**config.mk**
```make
export PLATFORM = sky130hd
export DESIGN_NAME = counter_param
export DESIGN_NICKNAME = d
export VERILOG_FILES = /design/src/rtl/counter_param.sv
export SDC_FILE = /design/constraint.sdc
export NUM_CORES = 1
export LEC_CHECK = 0
export ABC_CLOCK_PERIOD_IN_PS = 2700
export CORE_ASPECT_RATIO = 1.1
export CORE_MARGIN = 2
export CORE_UTILIZATION = 45
export DETAILED_ROUTE_END_ITERATION = 16
export PLACE_DENSITY = 0.73
export SLEW_MARGIN = 20
export SYNTH_ARGS = -nofsm -noshare
export SYNTH_HDL_FRONTEND = slang
export SYNTH_SLANG_ARGS = --single-unit
```
**constraint.sdc**
```tcl
create_clock -name clk -period 2.7 [get_ports clk]
set_input_delay 0.54 -clock clk [delete_from_list [all_inputs] [get_ports clk]]
set_output_delay 0.54 -clock clk [all_outputs]
set_load 0.03 [all_outputs]
```
**src/rtl/counter_param.sv**
```systemverilog
// counter_param: parametrised multi-mode up/down counter.
//
// Counts up by 1, down by 1, up by STEP, or loads a value, with either
// saturating or modulo-(TOP+1) arithmetic. Reports overflow/underflow with a
// one-cycle rco pulse, acknowledges loads with a one-cycle load_ack pulse,
// and keeps a saturating 8-bit count of rco events since reset or last load.
//
// Optional feature macro: COUNTER_PRESCALE_EN
//   When defined, up/down operations take effect only on every PRESC-th
//   enabled cycle; loads remain immediate and clear the prescaler.
//
// Parameters:
//   WIDTH  counter width (>= 2)
//   TOP    terminal count, legal range of Q is 0..TOP (TOP >= 1)
//   STEP   increment for modo=2'b10 (0 makes that mode a hold)
//   PRESC  prescale ratio (>= 1), used only with COUNTER_PRESCALE_EN
//
// Ports:
//   clk       rising-edge clock
//   rst       asynchronous active-high reset
//   enb       enable; 0 holds Q and wraps, clears the pulses
//   modo      00 up 1, 01 down 1, 10 up STEP, 11 load
//   sat       1 saturate at bounds, 0 wrap
//   data      load value (clamped to TOP)
//   Q         registered count
//   rco       registered overflow/underflow pulse
//   load_ack  registered pulse following a load
//   wraps     saturating count of rco events
module counter_param #(
  parameter int unsigned      WIDTH = 4,
  parameter logic [WIDTH-1:0] TOP   = {WIDTH{1'b1}},
  parameter int unsigned      STEP  = 3,
  parameter int unsigned      PRESC = 4
) (
  input  logic             clk,
  input  logic             rst,
  input  logic             enb,
  input  logic [1:0]       modo,
  input  logic             sat,
  input  logic [WIDTH-1:0] data,
  output logic [WIDTH-1:0] Q,
  output logic             rco,
  output logic             load_ack,
  output logic [7:0]       wraps
);

  // One extra bit so that Q+STEP cannot truncate before the TOP comparison.
  localparam logic [WIDTH:0]   ZERO_X = {(WIDTH+1){1'b0}};
  localparam logic [WIDTH:0]   ONE_X  = {{WIDTH{1'b0}}, 1'b1};
  localparam logic [WIDTH:0]   TOP_X  = {1'b0, TOP};
  localparam logic [WIDTH:0]   STEP_X = (WIDTH+1)'(STEP);
  localparam logic [WIDTH:0]   WRAP_X = TOP_X + ONE_X;
  localparam logic [WIDTH-1:0] ZERO_W = {WIDTH{1'b0}};
  localparam logic [WIDTH-1:0] ONE_W  = {{(WIDTH-1){1'b0}}, 1'b1};

  logic [WIDTH-1:0] q_r, q_nxt_s;
  logic             rco_r, rco_nxt_s;
  logic             ack_r, ack_nxt_s;
  logic [7:0]       wraps_r, wraps_nxt_s;
  logic [WIDTH:0]   inc_x_s, sum_x_s;
  logic             tick_s;

`ifdef COUNTER_PRESCALE_EN
  localparam int unsigned PW    = (PRESC > 1) ? $clog2(PRESC) : 1;
  localparam logic [PW-1:0] PLAST = PW'(PRESC - 1);
  localparam logic [PW-1:0] PZERO = {PW{1'b0}};
  localparam logic [PW-1:0] PONE  = PW'(1);

  logic [PW-1:0] pre_r, pre_nxt_s;

  // Prescaler next state: advances on enabled count cycles, cleared by load.
  always_comb begin
    tick_s    = (pre_r == PLAST);
    pre_nxt_s = pre_r;
    if (!enb) begin
      pre_nxt_s = pre_r;
    end else if (modo == 2'b11) begin
      pre_nxt_s = PZERO;
    end else if (tick_s) begin
      pre_nxt_s = PZERO;
    end else begin
      pre_nxt_s = pre_r + PONE;
    end
  end

  // Prescaler register.
  always_ff @(posedge clk or posedge rst) begin
    if (rst) begin
      pre_r <= PZERO;
    end else begin
      pre_r <= pre_nxt_s;
    end
  end
`else
  assign tick_s = 1'b1;
`endif

  // Next-state logic for count, pulses and wrap counter.
  always_comb begin
    q_nxt_s     = q_r;
    rco_nxt_s   = 1'b0;
    ack_nxt_s   = 1'b0;
    wraps_nxt_s = wraps_r;
    inc_x_s     = modo[1] ? STEP_X : ONE_X;
    sum_x_s     = {1'b0, q_r} + inc_x_s;

    if (!enb) begin
      q_nxt_s = q_r;
    end else if (modo == 2'b11) begin
      q_nxt_s     = (data <= TOP) ? data : TOP;
      ack_nxt_s   = 1'b1;
      wraps_nxt_s = 8'd0;
    end else if (!tick_s) begin
      q_nxt_s = q_r;
    end else begin
      case (modo)
        2'b00, 2'b10: begin
          if (inc_x_s == ZERO_X) begin
            q_nxt_s = q_r;
          end else if (sum_x_s <= TOP_X) begin
            q_nxt_s = sum_x_s[WIDTH-1:0];
          end else if (sat) begin
            // Also covers Q==TOP already: holds at TOP and reports a clip.
            q_nxt_s   = TOP;
            rco_nxt_s = 1'b1;
          end else begin
            // Result is below TOP+1, so the low WIDTH bits are exact.
            q_nxt_s   = sum_x_s[WIDTH-1:0] - WRAP_X[WIDTH-1:0];
            rco_nxt_s = 1'b1;
          end
        end
        2'b01: begin
          if (q_r != ZERO_W) begin
            q_nxt_s = q_r - ONE_W;
          end else if (sat) begin
            q_nxt_s   = ZERO_W;
            rco_nxt_s = 1'b1;
          end else begin
            q_nxt_s   = TOP;
            rco_nxt_s = 1'b1;
          end
        end
        default: begin
          q_nxt_s = q_r;
        end
      endcase

      if (rco_nxt_s && (wraps_r != 8'hFF)) begin
        wraps_nxt_s = wraps_r + 8'd1;
      end else begin
        wraps_nxt_s = wraps_r;
      end
    end
  end

  // Output registers.
  always_ff @(posedge clk or posedge rst) begin
    if (rst) begin
      q_r     <= ZERO_W;
      rco_r   <= 1'b0;
      ack_r   <= 1'b0;
      wraps_r <= 8'd0;
    end else begin
      q_r     <= q_nxt_s;
      rco_r   <= rco_nxt_s;
      ack_r   <= ack_nxt_s;
      wraps_r <= wraps_nxt_s;
    end
  end

  assign Q        = q_r;
  assign rco      = rco_r;
  assign load_ack = ack_r;
  assign wraps    = wraps_r;

endmodule

```
==> out/metrics.cfg, run 1 <==
[global_route]
antenna_found_initial = 0
grt_max_degree = 15
overflow = 0
met2_usage = 0.336
track_usage = 0.185
grt_pass1_wl_um = 3770
grt_pass1_vias = 904
grt_use_met3 = 0.0250
grt.busiest_layer = met2
grtUsageMet1 = 0.211

[critical_path]
startpoint_type = input port
r2r_setup_slack_ns = 0.38
crit_type = input port to flop
r2r-start = Q[0]
slowest_stage = clkdlybuf4s50_1
path_delay_family = buffers and inverters
worst-path-max-fanout = 11
startpoint = modo[1]
crit_path_cell_trace = clkdlybuf4s50_1 -> fa_1 -> xor2_1 -> nand3_1 -> o32ai_4 -> buf_4 -> a31oi_1 -> a211oi_1
crit_arrival_ns = 2.57
cp.required_ns = 2.89
slowest_delay_ns = 0.45
r2r-end = wraps[6]
crit_path_end_kind = flop
reg2reg_depth = 8
crit_buf_inv = 2

[place]
dp_hpwl_um = 1730
postPlaceCellArea_um2 = 1270
port_buffers = 23
routabilityCongestion = 0.809

[clock_network]
clock-sinks = 14
h-tree-depth = 1
hold_buffers = 0
clockRootBuffer = clkbuf_4
cts_setup_buffers = 0
clock_latency_ns = 0.28
cts_tree = built
clk_pin_slew_worst_paths_ns = 0.08
clk_path_buf_depth = 2
cts_resized = 0
numCtsBuffers = 3

[timing]
skew_ns = 0.00666
max_freq_mhz = 420
final.min_clock_period_ns = 2.38
finalCritPeriodShare = 0.883
hold_viol_final = 0
setup-tns-final_ns = 0
rsz0062_at_grt = false
holdWs_ns = 0.511
worst_pin_slew_ns = 0.542
setup_viol = 0
slew-limit-headroom = 0.638
final-max-slew-violation-count = 0

[drt]
drt_first_iter_violations = 13
vias = 972
final_antenna_net_count = 0
dr.pass1.iters = 5
drc = 0
totalWireLength_um = 2260
via_per_inst = 5.75
wire_per_inst_um = 13.4

[worst_hold_path]
min-delay-start = wraps[5]
holdPathStages = 1
hold_class = flop to flop
holdPathEnd = wraps[5]

[synthesis]
muxShareOfSynthArea = 0.0393
synth-seq-cells = 14
syn_area_um2 = 1020
synth_top_area_cell = dfrtp_1
yosysMostFrequentCell = dfrtp_1
ys_seq_area_frac = 0.344
synth_xor_area_frac = 0.00859
synth_compound_gate_area_share = 0.248
synth_cells = 116
synth_area_leaders = dfrtp_1 (34%), ha_1 (4.9%), nand2_1 (4.8%)
synthAdderAreaFrac = 0.0687
synth_warnings = 0
async_reset_ff_frac = 1.00
synth_area_per_cell_um2 = 8.79
synth_common_cells = dfrtp_1 (14), nand2_1 (13), inv_1 (9)
synth.distinct_cells = 37
synth_top_family_by_area = compound AO/OA/AOI/OAI gates
syn_nets = 131
synth_simple_gate_area_frac = 0.211
synth_flop_cell = dfrtp_1
synth_top_area_share = 0.344
synth-edff-count = 0

[pwr]
cellPowerDensity_nw_per_um2 = 636
leakagePower_uw = 0.000573
peakVddDrop_v = 0.000405

[layout]
syn2layout_area_growth_pct = 28.0
n_fill_cell = 223
stdcell_area_um2 = 1310
antenna_cells = 0
fin_nets = 155
drive_gt1_frac = 0.0863

[outcome]
outcome = completed

[die]
die-width_um = 49.4
coreArea_um2 = 2210
pin_count = 24
rows = 18
initial_utilization = 0.462
die_y_um = 53.9
dieArea_um2 = 2660

[job]
max-cap-violations = 0

[worst max path at each step]
stage                     endpoint  slack, ns  cells past startpoint
after CTS                 wraps[6]       0.33                      8
final                     wraps[6]       0.32                      8
after detailed placement  wraps[6]    0.00005                      8
after floorplan           wraps[4]       0.36                      9
after global placement    wraps[6]       0.08                      9
after global routing      wraps[5]       0.18                      8
[layout by cell type (no fill, tap or decap), types with 2 or more instances in the layout]
cell type	synthesis	layout
nand4_1	2	2
ha_1	4	4
nand3_1	8	8
buf_4	1	4
nor2b_1	3	3
and3_1	3	3
nor4_1	2	2
and2_1	2	2
a31o_2	2	2
a31oi_1	2	2
a211oi_1	4	4
nand2_1	13	13
nand2b_1	4	4
o21ai_0	6	6
mux2i_1	4	4
inv_1	9	9
clkdlybuf4s50_1	0	23
clkbuf_4	0	3
dfrtp_1	14	14
nor2_1	4	4
a21oi_1	5	5
a41oi_1	2	2
[registers in the layout (all words and copies together), names as in the netlist]
name and count:
Q 4, wraps 8, rco 1, load_ack 1
[worst register-to-register path, delay by kind of cell, from the launching register on]
family,cells,cell delay [ns]
flops,1,0.50
buf+inv,2,0.36
fa+ha+maj,1,0.25
compound gates,4,0.68
simple gates,1,0.43
[cell families after synthesis]
kind of cell,count (synthesis)
adder cells (fa/ha/maj),5
AND/OR/NAND/NOR,42
multiplexers,4
AO/OA/AOI/OAI,33
XOR/XNOR,1
flip-flops,14
buffers and inverters,17
[stage by stage]
step,util,setup WS [ns],power (uW),std cells
after CTS,0.591,0.332,838,169
after global routing,0.591,0.182,883,169
final,0.591,0.317,830,169
after global placement,0.575,0.0765,670,165
after detailed placement,0.575,0.0000488,681,165
after floorplan,-,0.357,554,116
[final cells by class]
class | instances | area (um2) | share of cell area
clock buffers | 4 | 36.3 | 0.0278
inverters | 9 | 33.8 | 0.0259
multi-input cells | 85 | 587 | 0.450
flip-flops and latches | 14 | 350 | 0.268
well taps | 30 | 37.5 | 0.0288
repair buffers | 27 | 260 | 0.199
[power by group]
part / internal, uW / switching [uW]
registers: 241 / 58.5
clock network: 82.1 / 72.0
logic: 176 / 201
[per-layer routing]
metal | vias to the layer above | part of all wire
li1 | 476 | -
met1 | 461 | 0.43
met2 | 27 | 0.50
met3 | 8 | 0.038
met4 | 0 | 0.026
met5 | - | 0
(Power assumes the default switching activity.)
==> run 2: changes to the inputs <==
Settings changed: ABC_CLOCK_PERIOD_IN_PS 2700 to 2300, CORE_ASPECT_RATIO 1.1 to default.
Clock period 2.7 ns to 2.3 ns, I/O delays scaled along.
==> out/metrics.cfg, run 2 (synthesized netlist as in run 1, its figures left out) <==
[outcome]
outcome = completed

[global_route]
grt_pass1_wl_um = 3970  ; +5.1%
grt_max_degree = 15  ; unchanged
met2_usage = 0.342  ; +0.00629
overflow = 0  ; unchanged
antenna_found_initial = 0  ; unchanged
grt_pass1_vias = 909  ; +0.55%
grtUsageMet1 = 0.242  ; +0.0311
grt.busiest_layer = met2
track_usage = 0.197  ; +0.0121
grt_use_met3 = 0.0201  ; -0.00489

[pwr]
p_total_uw = 1020  ; +23%
seq_power_share = 0.348  ; -0.012
p_int_uw = 617  ; +24%
netSwitchingFraction = 0.394  ; -0.00572
leakagePower_uw = 0.000629  ; +9.7%
cellPowerDensity_nw_per_um2 = 736  ; +16%
power.switching_uw = 401  ; +21%
clkPwrFrac = 0.178  ; -0.008
peakVddDrop_v = 0.000606  ; +50%
p_comb_frac = 0.473  ; +0.019

[layout]
layout_commonest_cell = clkdlybuf4s50_1
fin_nets = 164  ; +5.8%
n_fill_cell = 193  ; -13%
syn2layout_area_growth_pct = 35.6
drive_gt1_frac = 0.155  ; +0.0691
largest_reg_flops = 8  ; unchanged
stdcell_count = 176  ; +4.1%
final_cell_mix = clkdlybuf4s50_1 (22), dfrtp_1 (13), nand2_1 (13)
antenna_cells = 0  ; unchanged
stdcell_area_um2 = 1380  ; +5.9%

[timing]
hold_viol_final = 0  ; unchanged
setup_viol = 0  ; unchanged
final.min_clock_period_ns = 2.17
skew_ns = 0.00644  ; -0.000222 ns
slew-limit-headroom = 0.643  ; +0.00513
holdWs_ns = 0.496  ; -0.0148 ns
final-max-slew-violation-count = 0  ; unchanged
finalCritPeriodShare = 0.943
rsz0062_at_grt = false
worst_pin_slew_ns = 0.534  ; -0.00769 ns
max_freq_mhz = 461

[die]
rows = 17  ; -1
die-width_um = 51.6  ; +4.5%
pin_count = 24  ; unchanged
die_y_um = 51.6  ; -4.3%
dieArea_um2 = 2660  ; about the same
initial_utilization = 0.470  ; +0.00799
coreArea_um2 = 2170  ; -1.7%

[critical_path]
slowest_delay_ns = 0.47  ; +0.02 ns
crit_arrival_ns = 2.35  ; -0.22 ns
worst-path-max-fanout = 7  ; -4
crit_type = flop to flop
startpoint_type = flop
slowest_stage = dfrtp_2
cp.required_ns = 2.48  ; -0.41 ns
crit_path_end_kind = flop
crit_path_cell_trace = fa_1 -> xor2_1 -> nand3_1 -> o32ai_4 -> buf_4 -> nand4_1 -> mux2i_1

[place]
postPlaceCellArea_um2 = 1320  ; +4.0%
routabilityCongestion = 0.866  ; +7.0%
port_buffers = 23  ; unchanged
dp_hpwl_um = 1750  ; +1.2%
dp_cells = 170  ; +3.0%

[drt]
totalWireLength_um = 2350  ; +4.2%
drc = 0  ; unchanged
drt_first_iter_violations = 18  ; +5
vias = 978  ; +0.62%
final_antenna_net_count = 0  ; unchanged
wire_per_inst_um = 13.4  ; about the same
dr.pass1.iters = 4  ; -1
via_per_inst = 5.56  ; -3.4%

[clock_network]
hold_buffers = 0  ; unchanged
clock_latency_ns = 0.29  ; about the same
h-tree-depth = 1  ; unchanged
clock-sinks = 14  ; unchanged
clockRootBuffer = clkbuf_4
clk_path_buf_depth = 2  ; unchanged
numCtsBuffers = 3  ; unchanged
cts_tree = built
clk_pin_slew_worst_paths_ns = 0.09  ; about the same

[worst_hold_path]
hold_class = input port to async pin

[job]
max-cap-violations = 0  ; unchanged

-- run 2: changes by cell type in the layout (fill, tap and decap cells not counted), sizes merged --
cell / change
buf: +9
clkdlybuf4s50: -1
dlymetal6s2s: +1
-- run 2: layout make-up --
type                       instances  area (um2)  area share
inverter                           9        33.8      0.0244
sequential                        14         352       0.254
tap                               28        35.0      0.0253
clock buffer                       4        36.3      0.0262
multi-input combinational         85         592       0.428
timing repair buffer              36         334       0.242
-- run 2: critical path: cells and delay by family, from the launching register on --
kind,cells,cell delay [ns]
buf+inv,1,0.18
flops,1,0.47
fa+ha+maj,1,0.47
xor+xnor,1,0.15
mux,1,0.14
compound gates,1,0.36
simple gates,2,0.27
-- run 2: final timing paths --
kind	from	end	slack (ns)	depth (start not counted)
max reg2reg	Q[0]	wraps[4]	0.13	7
max in group asynchronous	rst	Q[0]	1.42	2
min	rst	wraps[6]	0.50	2
min reg2reg	wraps[5]	wraps[5]	0.51	1
min in group clk	wraps[5]	wraps[5]	0.51	1
max	Q[0]	wraps[4]	0.13	7
-- run 2: power by group through the flow --
| stage | sequential, uW | clock (uW) | combinational (uW) |
|---|---|---|---|
| after floorplan | 399 | 0 | 252 |
| after global placement | 354 | 0 | 465 |
| after detailed placement | 359 | 0 | 471 |
| after CTS | 354 | 182 | 480 |
| after global routing | 366 | 194 | 523 |
| final | 355 | 182 | 482 |
-- run 2: metrics by stage --
| step | utilization | worst slack (ns) | TNS, ns |
|---|---|---|---|
| after floorplan | - | 0.00373 | 0 |
| after global placement | 0.608 | -0.365 | -2.60 |
| after detailed placement | 0.608 | -0.421 | -3.06 |
| after CTS | 0.632 | 0.00943 | 0 |
| after global routing | 0.637 | 0.00295 | 0 |
| final | 0.637 | 0.131 | 0 |
-- run 2: metal layers --
metal,part of all wire,up-vias
met3,0.034,5
met4,0.020,0
met2,0.50,17
met5,0,-
met1,0.45,470
li1,-,486
-- run 2: timing repair --
| action | 4_1_cts | 5_1_grt |
|---|---|---|
| buffers inserted | 2 | 0 |
| endpoints found under the setup margin | 8 | 7 |
| pin swaps | 1 | 1 |
| gates resized for setup | 0 | 3 |
==> run 3: changes to the inputs <==
Settings changed: CTS_CLUSTER_SIZE from default to 30.
==> results of run 3 <==
Same layout as run 2: the final DEF is identical, and so are final timing and power.
